`src/rtl/mem_access_unit_if.sv`:
```
// Data RAM bus between the MEM-stage load/store unit (master) and the RAM (slave).
interface mem_access_unit_if;
    logic        ram_req;
    logic        ram_we;
    logic [31:0] ram_addr;
    logic [31:0] ram_wdata;
    logic [3:0]  ram_wstrb;
    logic [31:0] ram_rdata;
    logic        ram_ready;

    modport master (
        output ram_req, ram_we, ram_addr, ram_wdata, ram_wstrb,
        input  ram_rdata, ram_ready
    );

    modport slave (
        input  ram_req, ram_we, ram_addr, ram_wdata, ram_wstrb,
        output ram_rdata, ram_ready
    );
endinterface

```
`src/rtl/mem_access_unit.sv`:
```
// MEM-stage load/store unit: issues one req/ready RAM transaction per load/store,
// formats store lanes, extends load data and reports misalignment and bus timeouts.
module mem_access_unit #(
    parameter int unsigned TIMEOUT = 255
) (
    input  logic               clk,
    input  logic               rst_n,
    input  logic               mem_valid,
    input  logic               memRead,
    input  logic               memWrite,
    input  logic [2:0]         funct3,
    input  logic [31:0]        mem_addr,
    input  logic [31:0]        mem_wdata,
    mem_access_unit_if.master  bus,
    output logic [31:0]        dataFromRAM,
    output logic               mem_stall,
    output logic               mem_done,
    output logic               access_fault,
    output logic               bus_error
);

    // Counter only has to reach TIMEOUT-1, the last WAIT cycle.
    localparam int unsigned CNT_W = (TIMEOUT < 2) ? 1 : $clog2(TIMEOUT);

    typedef enum logic [1:0] {S_IDLE, S_WAIT, S_DONE} state_e;

    state_e             state_q, state_d;
    logic [CNT_W-1:0]   cnt_q, cnt_d;
    logic               req_q, req_d;
    logic               we_q, we_d;
    logic [31:0]        addr_q, addr_d;
    logic [31:0]        wdata_q, wdata_d;
    logic [3:0]         wstrb_q, wstrb_d;
    logic [1:0]         off_q, off_d;
    logic [2:0]         f3_q, f3_d;
    logic [31:0]        data_q, data_d;
    logic               done_q, done_d;
    logic               fault_q, fault_d;
    logic               berr_q, berr_d;

    logic               start_c;
    logic               bad_c;
    logic [7:0]         byte_c;
    logic [15:0]        half_c;
    logic [31:0]        load_c;

    assign start_c = (state_q == S_IDLE) && mem_valid && (memRead || memWrite);

    // Width/alignment legality of the incoming access
    always_comb begin
        bad_c = 1'b1;
        case (funct3)
            3'b000, 3'b100: bad_c = 1'b0;
            3'b001, 3'b101: bad_c = mem_addr[0];
            3'b010:         bad_c = |mem_addr[1:0];
            default:        bad_c = 1'b1;
        endcase
    end

    // Lane extraction and extension of the returned read word
    always_comb begin
        byte_c = 8'(bus.ram_rdata >> {off_q, 3'b000});
        half_c = off_q[1] ? bus.ram_rdata[31:16] : bus.ram_rdata[15:0];
        case (f3_q)
            3'b000:  load_c = {{24{byte_c[7]}}, byte_c};
            3'b100:  load_c = {24'd0, byte_c};
            3'b001:  load_c = {{16{half_c[15]}}, half_c};
            3'b101:  load_c = {16'd0, half_c};
            default: load_c = bus.ram_rdata;
        endcase
    end

    always_comb begin
        state_d = state_q;
        cnt_d   = cnt_q;
        req_d   = req_q;
        we_d    = we_q;
        addr_d  = addr_q;
        wdata_d = wdata_q;
        wstrb_d = wstrb_q;
        off_d   = off_q;
        f3_d    = f3_q;
        data_d  = data_q;
        done_d  = 1'b0;
        fault_d = 1'b0;
        berr_d  = 1'b0;

        case (state_q)
            S_IDLE: begin
                if (start_c && bad_c) begin
                    state_d = S_DONE;
                    done_d  = 1'b1;
                    fault_d = 1'b1;
                end else if (start_c) begin
                    state_d = S_WAIT;
                    cnt_d   = '0;
                    req_d   = 1'b1;
                    we_d    = memWrite;
                    addr_d  = {mem_addr[31:2], 2'b00};
                    off_d   = mem_addr[1:0];
                    f3_d    = funct3;
                    if (!memWrite) begin
                        wdata_d = '0;
                        wstrb_d = 4'b1111;
                    end else begin
                        case (funct3[1:0])
                            2'b00: begin
                                wdata_d = {4{mem_wdata[7:0]}};
                                wstrb_d = 4'b0001 << mem_addr[1:0];
                            end
                            2'b01: begin
                                wdata_d = {2{mem_wdata[15:0]}};
                                wstrb_d = mem_addr[1] ? 4'b1100 : 4'b0011;
                            end
                            default: begin
                                wdata_d = mem_wdata;
                                wstrb_d = 4'b1111;
                            end
                        endcase
                    end
                end
            end
            S_WAIT: begin
                // Ready on the final allowed cycle still completes normally
                if (bus.ram_ready) begin
                    state_d = S_DONE;
                    req_d   = 1'b0;
                    done_d  = 1'b1;
                    if (!we_q) data_d = load_c;
                end else if (cnt_q == CNT_W'(TIMEOUT - 1)) begin
                    state_d = S_DONE;
                    req_d   = 1'b0;
                    done_d  = 1'b1;
                    berr_d  = 1'b1;
                    if (!we_q) data_d = '0;
                end else begin
                    cnt_d = cnt_q + CNT_W'(1);
                end
            end
            S_DONE:  state_d = S_IDLE;
            default: state_d = S_IDLE;
        endcase
    end

    always_ff @(posedge clk) begin
        if (!rst_n) begin
            state_q <= S_IDLE;
            cnt_q   <= '0;
            req_q   <= 1'b0;
            we_q    <= 1'b0;
            addr_q  <= '0;
            wdata_q <= '0;
            wstrb_q <= '0;
            off_q   <= '0;
            f3_q    <= '0;
            data_q  <= '0;
            done_q  <= 1'b0;
            fault_q <= 1'b0;
            berr_q  <= 1'b0;
        end else begin
            state_q <= state_d;
            cnt_q   <= cnt_d;
            req_q   <= req_d;
            we_q    <= we_d;
            addr_q  <= addr_d;
            wdata_q <= wdata_d;
            wstrb_q <= wstrb_d;
            off_q   <= off_d;
            f3_q    <= f3_d;
            data_q  <= data_d;
            done_q  <= done_d;
            fault_q <= fault_d;
            berr_q  <= berr_d;
        end
    end

    assign bus.ram_req   = req_q;
    assign bus.ram_we    = we_q;
    assign bus.ram_addr  = addr_q;
    assign bus.ram_wdata = wdata_q;
    assign bus.ram_wstrb = wstrb_q;
    assign dataFromRAM   = data_q;
    assign mem_done      = done_q;
    assign access_fault  = fault_q;
    assign bus_error     = berr_q;
    assign mem_stall     = start_c || (state_q == S_WAIT);

endmodule

```
`src/flat_wrapper.sv`:
```
// flat-port wrapper written by rule: the top's interface ports become plain ports
module mem_access_unit_flat 
#(
    parameter int unsigned TIMEOUT = 255
)
  (clk, rst_n, mem_valid, memRead, memWrite, funct3, mem_addr, mem_wdata, dataFromRAM, mem_stall, mem_done, access_fault, bus_error, bus_ram_req, bus_ram_we, bus_ram_addr, bus_ram_wdata, bus_ram_wstrb, bus_ram_rdata, bus_ram_ready);
  mem_access_unit_if bus_i ();
  input  logic clk;
  input  logic rst_n;
  input  logic mem_valid;
  input  logic memRead;
  input  logic memWrite;
  input  logic [2:0] funct3;
  input  logic [31:0] mem_addr;
  input  logic [31:0] mem_wdata;
  output logic [31:0] dataFromRAM;
  output logic mem_stall;
  output logic mem_done;
  output logic access_fault;
  output logic bus_error;
  output wire logic [$bits(bus_i.ram_req)-1:0] bus_ram_req;
  output wire logic [$bits(bus_i.ram_we)-1:0] bus_ram_we;
  output wire logic [$bits(bus_i.ram_addr)-1:0] bus_ram_addr;
  output wire logic [$bits(bus_i.ram_wdata)-1:0] bus_ram_wdata;
  output wire logic [$bits(bus_i.ram_wstrb)-1:0] bus_ram_wstrb;
  input wire logic [$bits(bus_i.ram_rdata)-1:0] bus_ram_rdata;
  input wire logic [$bits(bus_i.ram_ready)-1:0] bus_ram_ready;
  assign bus_ram_req = bus_i.ram_req;
  assign bus_ram_we = bus_i.ram_we;
  assign bus_ram_addr = bus_i.ram_addr;
  assign bus_ram_wdata = bus_i.ram_wdata;
  assign bus_ram_wstrb = bus_i.ram_wstrb;
  assign bus_i.ram_rdata = bus_ram_rdata;
  assign bus_i.ram_ready = bus_ram_ready;
  mem_access_unit #(.TIMEOUT(TIMEOUT)) u_core (.clk(clk), .rst_n(rst_n), .mem_valid(mem_valid), .memRead(memRead), .memWrite(memWrite), .funct3(funct3), .mem_addr(mem_addr), .mem_wdata(mem_wdata), .bus(bus_i), .dataFromRAM(dataFromRAM), .mem_stall(mem_stall), .mem_done(mem_done), .access_fault(access_fault), .bus_error(bus_error));
endmodule
```
`config.mk`:
```
export PLATFORM = sky130hd
export DESIGN_NAME = mem_access_unit_flat
export DESIGN_NICKNAME = d
export VERILOG_FILES = /design/src/rtl/mem_access_unit_if.sv /design/src/rtl/mem_access_unit.sv /design/src/flat_wrapper.sv
export SDC_FILE = /design/constraint.sdc
export NUM_CORES = 1
export LEC_CHECK = 0
export ABC_AREA = 1
export BUFFER_PORTS_ARGS = -buffer_cell sky130_fd_sc_hd__buf_2
export CELL_PAD_IN_SITES_DETAIL_PLACEMENT = 1
export CELL_PAD_IN_SITES_GLOBAL_PLACEMENT = 2
export CORE_ASPECT_RATIO = 0.9
export CORE_MARGIN = 2
export CORE_UTILIZATION = 27
export CTS_CLUSTER_SIZE = 28
export DETAILED_ROUTE_END_ITERATION = 12
export GPL_TIMING_DRIVEN = 0
export PLACE_DENSITY = 0.88
export SYNTH_ARGS = -nofsm -noshare
export SYNTH_HDL_FRONTEND = slang
export SYNTH_SLANG_ARGS = --single-unit
export TNS_END_PERCENT = 30
```
`constraint.sdc`:
```
create_clock -name clk -period 4.25 [get_ports clk]
set_clock_uncertainty 0.05 [all_clocks]
set_input_delay 0.2125 -clock clk [delete_from_list [all_inputs] [get_ports clk]]
set_output_delay 0.2125 -clock clk [all_outputs]
set_load 0.01 [all_outputs]
```
==> results of run 1 <==
-- routing by layer --
layer  vias up  wire [µm]  share of wire (%)
met2       174       9913                 47
met4         2        372                1.8
met5         -         16              0.076
met1      2824       9278                 44
li1       3060          -                  -
met3        31       1400                6.7
-- flip-flops by register name, summed over array words and instances, names as in the netlist --
signal                cells
u_core.bus.ram_wstrb      4
u_core.f3_q               3
u_core.dataFromRAM       32
u_core.bus_error          1
u_core.bus.ram_req        1
u_core.bus.ram_wdata     32
u_core.bus.ram_we         1
u_core.mem_done           1
u_core.state_q            2
u_core.cnt_q              8
u_core.access_fault       1
u_core.off_q              2
u_core.bus.ram_addr      30
-- worst min-delay path: stages --
cell and delay [ns]:
buf_2 0.08, o21ai_0 0.07, nor2_1 0.08
-- final cells by class --
class,instances,area (µm²),area share [%]
diodes,3,7.507,0.09885
multi-input cells,574,2609,34.35
inverters,49,183.9,2.422
clock buffers,24,491.7,6.474
well taps,255,319.1,4.201
plain buffers,51,271.5,3.575
clock inverters,8,143.9,1.895
repair buffers,224,1206,15.88
flip-flops and latches,118,2362,31.10
-- synth_stat cells (all sizes together) --
cell type	number	area, µm²
nand2	185	716.9
nor2	147	576.8
dfxtp	118	2362
a21oi	95	479.2
o21ai	88	440.4
inv	48	180.2
buf	29	188.9
clkbuf	22	82.58
nand3	22	132.6
o211ai	16	120.1
o22ai	9	56.30
nand3b	3	22.52
ha	2	25.02
nor3	2	10.01
a211oi	1	7.510
clkinv	1	3.750
conb	1	3.750
nor4	1	6.260
o21a	1	7.510
-- path summary, 6_finish.rpt --
path	start	end	cells after the start
worst min register to register	u_core.bus.ram_wdata[17]	u_core.bus.ram_wdata[17]	2
worst max-delay path	u_core.state_q[0]	mem_stall	5
worst min-delay path	mem_addr[31]	u_core.bus.ram_addr[31]	3
worst max register to register	u_core.cnt_q[0]	u_core.dataFromRAM[19]	11
-- timing repair --
item,in CTS,in global routing
hold endpoints to repair,17,0
setup buffers,0,0
hold buffers,17,0
resized for setup,0,0
-- power breakdown --
group          switching (mW)  leakage, nW  total [mW]  internal, mW
logic                   0.280         2.26       0.448         0.167
registers              0.0243        0.959        1.18          1.15
clock network           0.515        0.314        1.56          1.04
total                   0.820         3.53        3.18          2.36
-- through the flow --
stage	power, mW	instances	worst slack [ns]
5_1_grt	3.331	1305	2.074
2_1_floorplan	1.449	792	2.764
4_1_cts	3.218	1303	2.166
3_3_place_gp	1.631	1254	2.186
6_report	3.184	1306	2.216
3_5_place_dp	1.637	1254	2.143
-- cells by family (layout without fill, tap and decap cells) --
logic type | count (synthesis) | in the layout
simple gates | 360 | 360
compound gates | 210 | 210
flops | 118 | 118
buf+inv | 100 | 356
fa+ha+maj | 2 | 2
other cells | 1 | 5
==> results.tsv, run 1 <==
metric	value	unit
vias	6091	
io_pins	211	
most_frequent_standard_cell_in_the_layout_excluding_fill_and_tap_cells	buf_2	
cp.arrival	1.77	ns
timing_max_transition_violations_final	0	
drt-initial-drc-count	170	
whs	0.009845	ns
layout.filler_cells	2602	
synth-simple-area-share	27.02	%
synth_xor_xnor_area_share	0	%
yosysUniqueCellTypes	29	
path_cells	inv_1 -> nor2_1 -> inv_1 -> o21ai_0 -> buf_2	
nets	1142	
worstSkewPairLatency	0.41	ns
static-leakage-power	3.530	nW
drc_errors	0	
synth-seq-cells	118	
crit_top_cell	inv_1	
main_combinational_cell_family_by_area_after_synthesis	simple AND/OR/NAND/NOR gates	
chipWidth	153.4	µm
outcome	complete, no violations	
setup.worst_path.end_class	primary output	
seq_area_frac_synth	43.56	%
worst-r2r-setup-slack	2.40	ns
clock_tree.htree_level_count	4	
final_hold_viol_count	0	
floorplan.core_area	0.01986	mm²
synthCells	791	
via_per_inst	4.664	
floorplan.initialDensity	27.30	%
dpl_cell_area	0.006782	mm²
globalRoute.totalOverflow	0	
grt.busiest_layer	met2	
p_per_area	419.2	mW/mm²
clockRootBuffer	clkbuf_16	
critPathLaunchType	flop	
met1_usage	24.46	%
portBuffers	207	
layout.cells.most_common_list	buf_2 (223), nand2_1 (178), nor2_1 (143), dfxtp_1 (118), a21oi_1 (94)	
cts.reportedPaths.clkPinSlew	0.06	ns
worstPathRequired	3.99	ns
worst_path_dominant_cell_family	buffers and inverters	
chipHeight	138.4	µm
drv_cap	0	
met2_usage	32.82	%
max-vdd-ir-drop	0.2491	mV
setup_tns	0	ns
setup_repair_after_global_routing_missed_its_margin	no	
ant_nets	0	
final.min_clock_period	2.034	ns
areaGrowthSynthToFinish	40.06	%
numClockSinks	118	
worst_slew_margin_rel	49.79	%
number_of_core_rows	49	
wire_per_inst	16.07	µm
antenna_found_initial	4	
grt_use_met3	6.395	%
cts_buffers	17	
adder_cell_fraction_of_synth_area	0.4615	%
fmax	0.4917	GHz
grt_pass1_vias	6177	
drt-pass1-iter-count	4	
dp_hpwl	16.00	mm
layout.cell_area.non_filler	0.007595	mm²
fin_crit_sh	47.85	%
cts_tree	done	
grt_use_total	19.73	%
grt_first_pass_wirelength	33.28	mm
cp_num_buf_inv	3	
post_route_cells_drive_above_1_share	26.91	%
critical-path-slowest-cell	nor2_1	
synthesis.area	0.005423	mm²
floorplan.die_area	0.02124	mm²
muxShareOfSynthArea	0	%
synth.yosys.warnings	0	
hold_path.class	input port to flop	
cts.path.max_buffers	2	
path_class	flop to primary output	
worst-path-max-fanout	8	
post_synth.cell_area_avg	6.856	µm²
final_core_utilization	38.23	%
grt_max_degree	17	
tightest_slew	0.7532	ns
setup_violations	0	
globalplace.congestion	0.8262	
synth_compound_gate_area_share	20.49	%
wl	20.98	mm
critPathMaxStageDelay	0.39	ns
Note: power is estimated with default switching activity, not from simulation.
==> run 2: changes to the inputs <==
--- a/config.mk
+++ b/config.mk
@@ -11,11 +11,11 @@
 export CELL_PAD_IN_SITES_GLOBAL_PLACEMENT = 2
 export CORE_ASPECT_RATIO = 0.9
 export CORE_MARGIN = 2
-export CORE_UTILIZATION = 27
+export CORE_UTILIZATION = 25
 export CTS_CLUSTER_SIZE = 28
 export DETAILED_ROUTE_END_ITERATION = 12
 export GPL_TIMING_DRIVEN = 0
-export PLACE_DENSITY = 0.88
+export PLACE_DENSITY = 0.83
 export SYNTH_ARGS = -nofsm -noshare
 export SYNTH_HDL_FRONTEND = slang
 export SYNTH_SLANG_ARGS = --single-unit
==> constraint.sdc (replaced) <==
create_clock -name clk -period 1.9 [get_ports clk]
set_clock_uncertainty 0.05 [all_clocks]
set_input_delay 0.095 -clock clk [delete_from_list [all_inputs] [get_ports clk]]
set_output_delay 0.095 -clock clk [all_outputs]
set_load 0.01 [all_outputs]
==> results.tsv, run 2 (same netlist as run 1, synthesis figures left out) <==
metric	value	unit	change
final_hold_viol_count	0		unchanged
worst-path-max-fanout	10		was 8
cts_buffers	17		unchanged
drt-initial-drc-count	261		was 170
ant_nets	0		unchanged
grt_max_degree	17		unchanged
cp.arrival	2.08	ns	was 1.77 ns
hold_path.class	input port to flop		unchanged
setup_repair_after_global_routing_missed_its_margin	yes		was no
floorplan.initialDensity	25.29	%	was 27.30%
antenna_found_initial	0		was 4
critPathMaxStageDelay	0.55	ns	was 0.39 ns
tightest_slew	0.7798	ns	was 0.7532 ns
nets	1188		was 1142
fin_crit_sh	94.13	%	
final.min_clock_period	1.788	ns	
static-leakage-power	3.710	nW	was 3.530 nW
layout.filler_cells	2766		was 2602
drv_cap	0		unchanged
chipHeight	143.7	µm	was 138.4 µm
path_class	input port to flop		was flop to primary output
post_route_cells_drive_above_1_share	25.87	%	was 26.91%
worstPathRequired	2.20	ns	was 3.99 ns
grt_use_total	19.14	%	was 19.73%
portBuffers	207		unchanged
cts.path.max_buffers	2		unchanged
dp_hpwl	16.32	mm	was 16.00 mm
pre_cts_setup_slack	-0.2009	ns	was 2.143 ns
p_per_area	877.0	mW/mm²	was 419.2 mW/mm²
layout.cells.most_common_list	buf_2 (222), nand2_1 (178), nor2_1 (142), dfxtp_1 (118), a21oi_1 (94)		was buf_2 (223), nand2_1 (178), nor2_1 (143), dfxtp_1 (118), a21oi_1 (94)
path_cells	dlygate4sd3_1 -> buf_2 -> nor2_1 -> nor2_2 -> nand2_4 -> clkbuf_1 -> nand2_1 -> a21oi_1		was inv_1 -> nor2_1 -> inv_1 -> o21ai_0 -> buf_2
io_pins	211		unchanged
critical-path-slowest-cell	dlygate4sd3_1		was nor2_1
areaGrowthSynthToFinish	48.71	%	was 40.06%
clockRootBuffer	clkbuf_16		unchanged
wl	22.36	mm	was 20.98 mm
grt_first_pass_wirelength	34.21	mm	was 33.28 mm
wire_per_inst	16.15	µm	was 16.07 µm
floorplan.die_area	0.02289	mm²	was 0.02124 mm²
number_of_core_rows	51		was 49
via_per_inst	4.552		was 4.664
clock_tree.htree_level_count	4		unchanged
drc_errors	0		unchanged
most_frequent_standard_cell_in_the_layout_excluding_fill_and_tap_cells	buf_2		unchanged
max-vdd-ir-drop	0.5787	mV	was 0.2491 mV
cts_setup_buffers	0		unchanged
floorplan.core_area	0.02144	mm²	was 0.01986 mm²
setup.worst_path.end_class	flop		was primary output
fmax	0.5592	GHz	
num_antenna_cells	0		was 3
setup_violations	0		unchanged
cp_num_buf_inv	3		unchanged
worst_path_dominant_cell_family	buffers and inverters		unchanged
globalplace.congestion	0.8380		was 0.8262
chipWidth	159.2	µm	was 153.4 µm
timing_max_transition_violations_final	0		unchanged
final_core_utilization	37.61	%	was 38.23%
vias	6305		was 6091
whs	0.02795	ns	was 0.009845 ns
globalRoute.totalOverflow	0		unchanged
cts_tree	done		unchanged
worst_slew_margin_rel	48.02	%	was 49.79%
worstSkewPairLatency	0.41	ns	about the same
grt_pass1_vias	6284		was 6177
cts.reportedPaths.clkPinSlew	0.06	ns	about the same
outcome	complete, no violations		unchanged
drt-pass1-iter-count	5		was 4
finalWorstSetupSlack	0.1116	ns	was 2.216 ns
numClockSinks	118		unchanged
critPathLaunchType	input port		was flop
[run 2: power breakdown]
group          internal [mW]  switching (mW)
Clock                   2.16            1.19
Combinational          0.437           0.654
Sequential              2.58          0.0542
Total                   5.18            1.90
[run 2: what timing repair did]
| item | CTS | global route |
|---|---|---|
| hold endpoints to repair | 65 | 0 |
| resized for setup | 1 | 1 |
| endpoints found under the setup margin | 1 | 6 |
| hold buffers | 63 | 0 |
[run 2: path summary, 6_finish.rpt]
check	startpoint	endpoint	cells past startpoint	slack (ns)
hold / removal	bus_ram_rdata[9]	u_core.dataFromRAM[9]	5	0.03
setup reg to reg	u_core.cnt_q[0]	u_core.dataFromRAM[26]	11	0.20
hold reg to reg	u_core.dataFromRAM[30]	u_core.dataFromRAM[30]	2	0.41
setup / recovery	memWrite	u_core.bus.ram_wdata[7]	8	0.11
[run 2: tightest hold or removal path, cell delays in order]
cell	delay, ns
buf_2	0.10
inv_1	0.08
a21oi_1	0.07
nand2_1	0.06
a21oi_1	0.05
[run 2: per-stage QoR]
step	total power, mW	std cells	cell area [µm²]	TNS [ns]
floorplan	3.241	792	5426	0
global placement	3.658	1290	6827	-0.5115
detailed placement	3.666	1290	6827	-1.214
CTS	7.151	1385	8061	0
global route	7.399	1385	8064	-0.002176
finish	7.072	1385	8064	0
[run 2: cell type report]
type                       instances  area [µm²]  share of cell area (%)
clock inverter                     9       123.9                   1.536
tap                              291       364.1                   4.515
sequential                       118        2362                   29.29
multi-input combinational        574        2611                   32.38
timing repair buffer             270        1667                   20.67
buffer                            51       274.0                   3.398
inverter                          49       183.9                   2.281
clock buffer                      23       478.0                   5.927
[run 2: routing by layer]
metal,vias up,GRT usage (%),wire length (µm)
li1,3149,-,-
met1,2953,23.38,9868
met2,179,32.88,10860
met3,24,5.281,1310
met4,0,6.124,323
met5,-,0,0
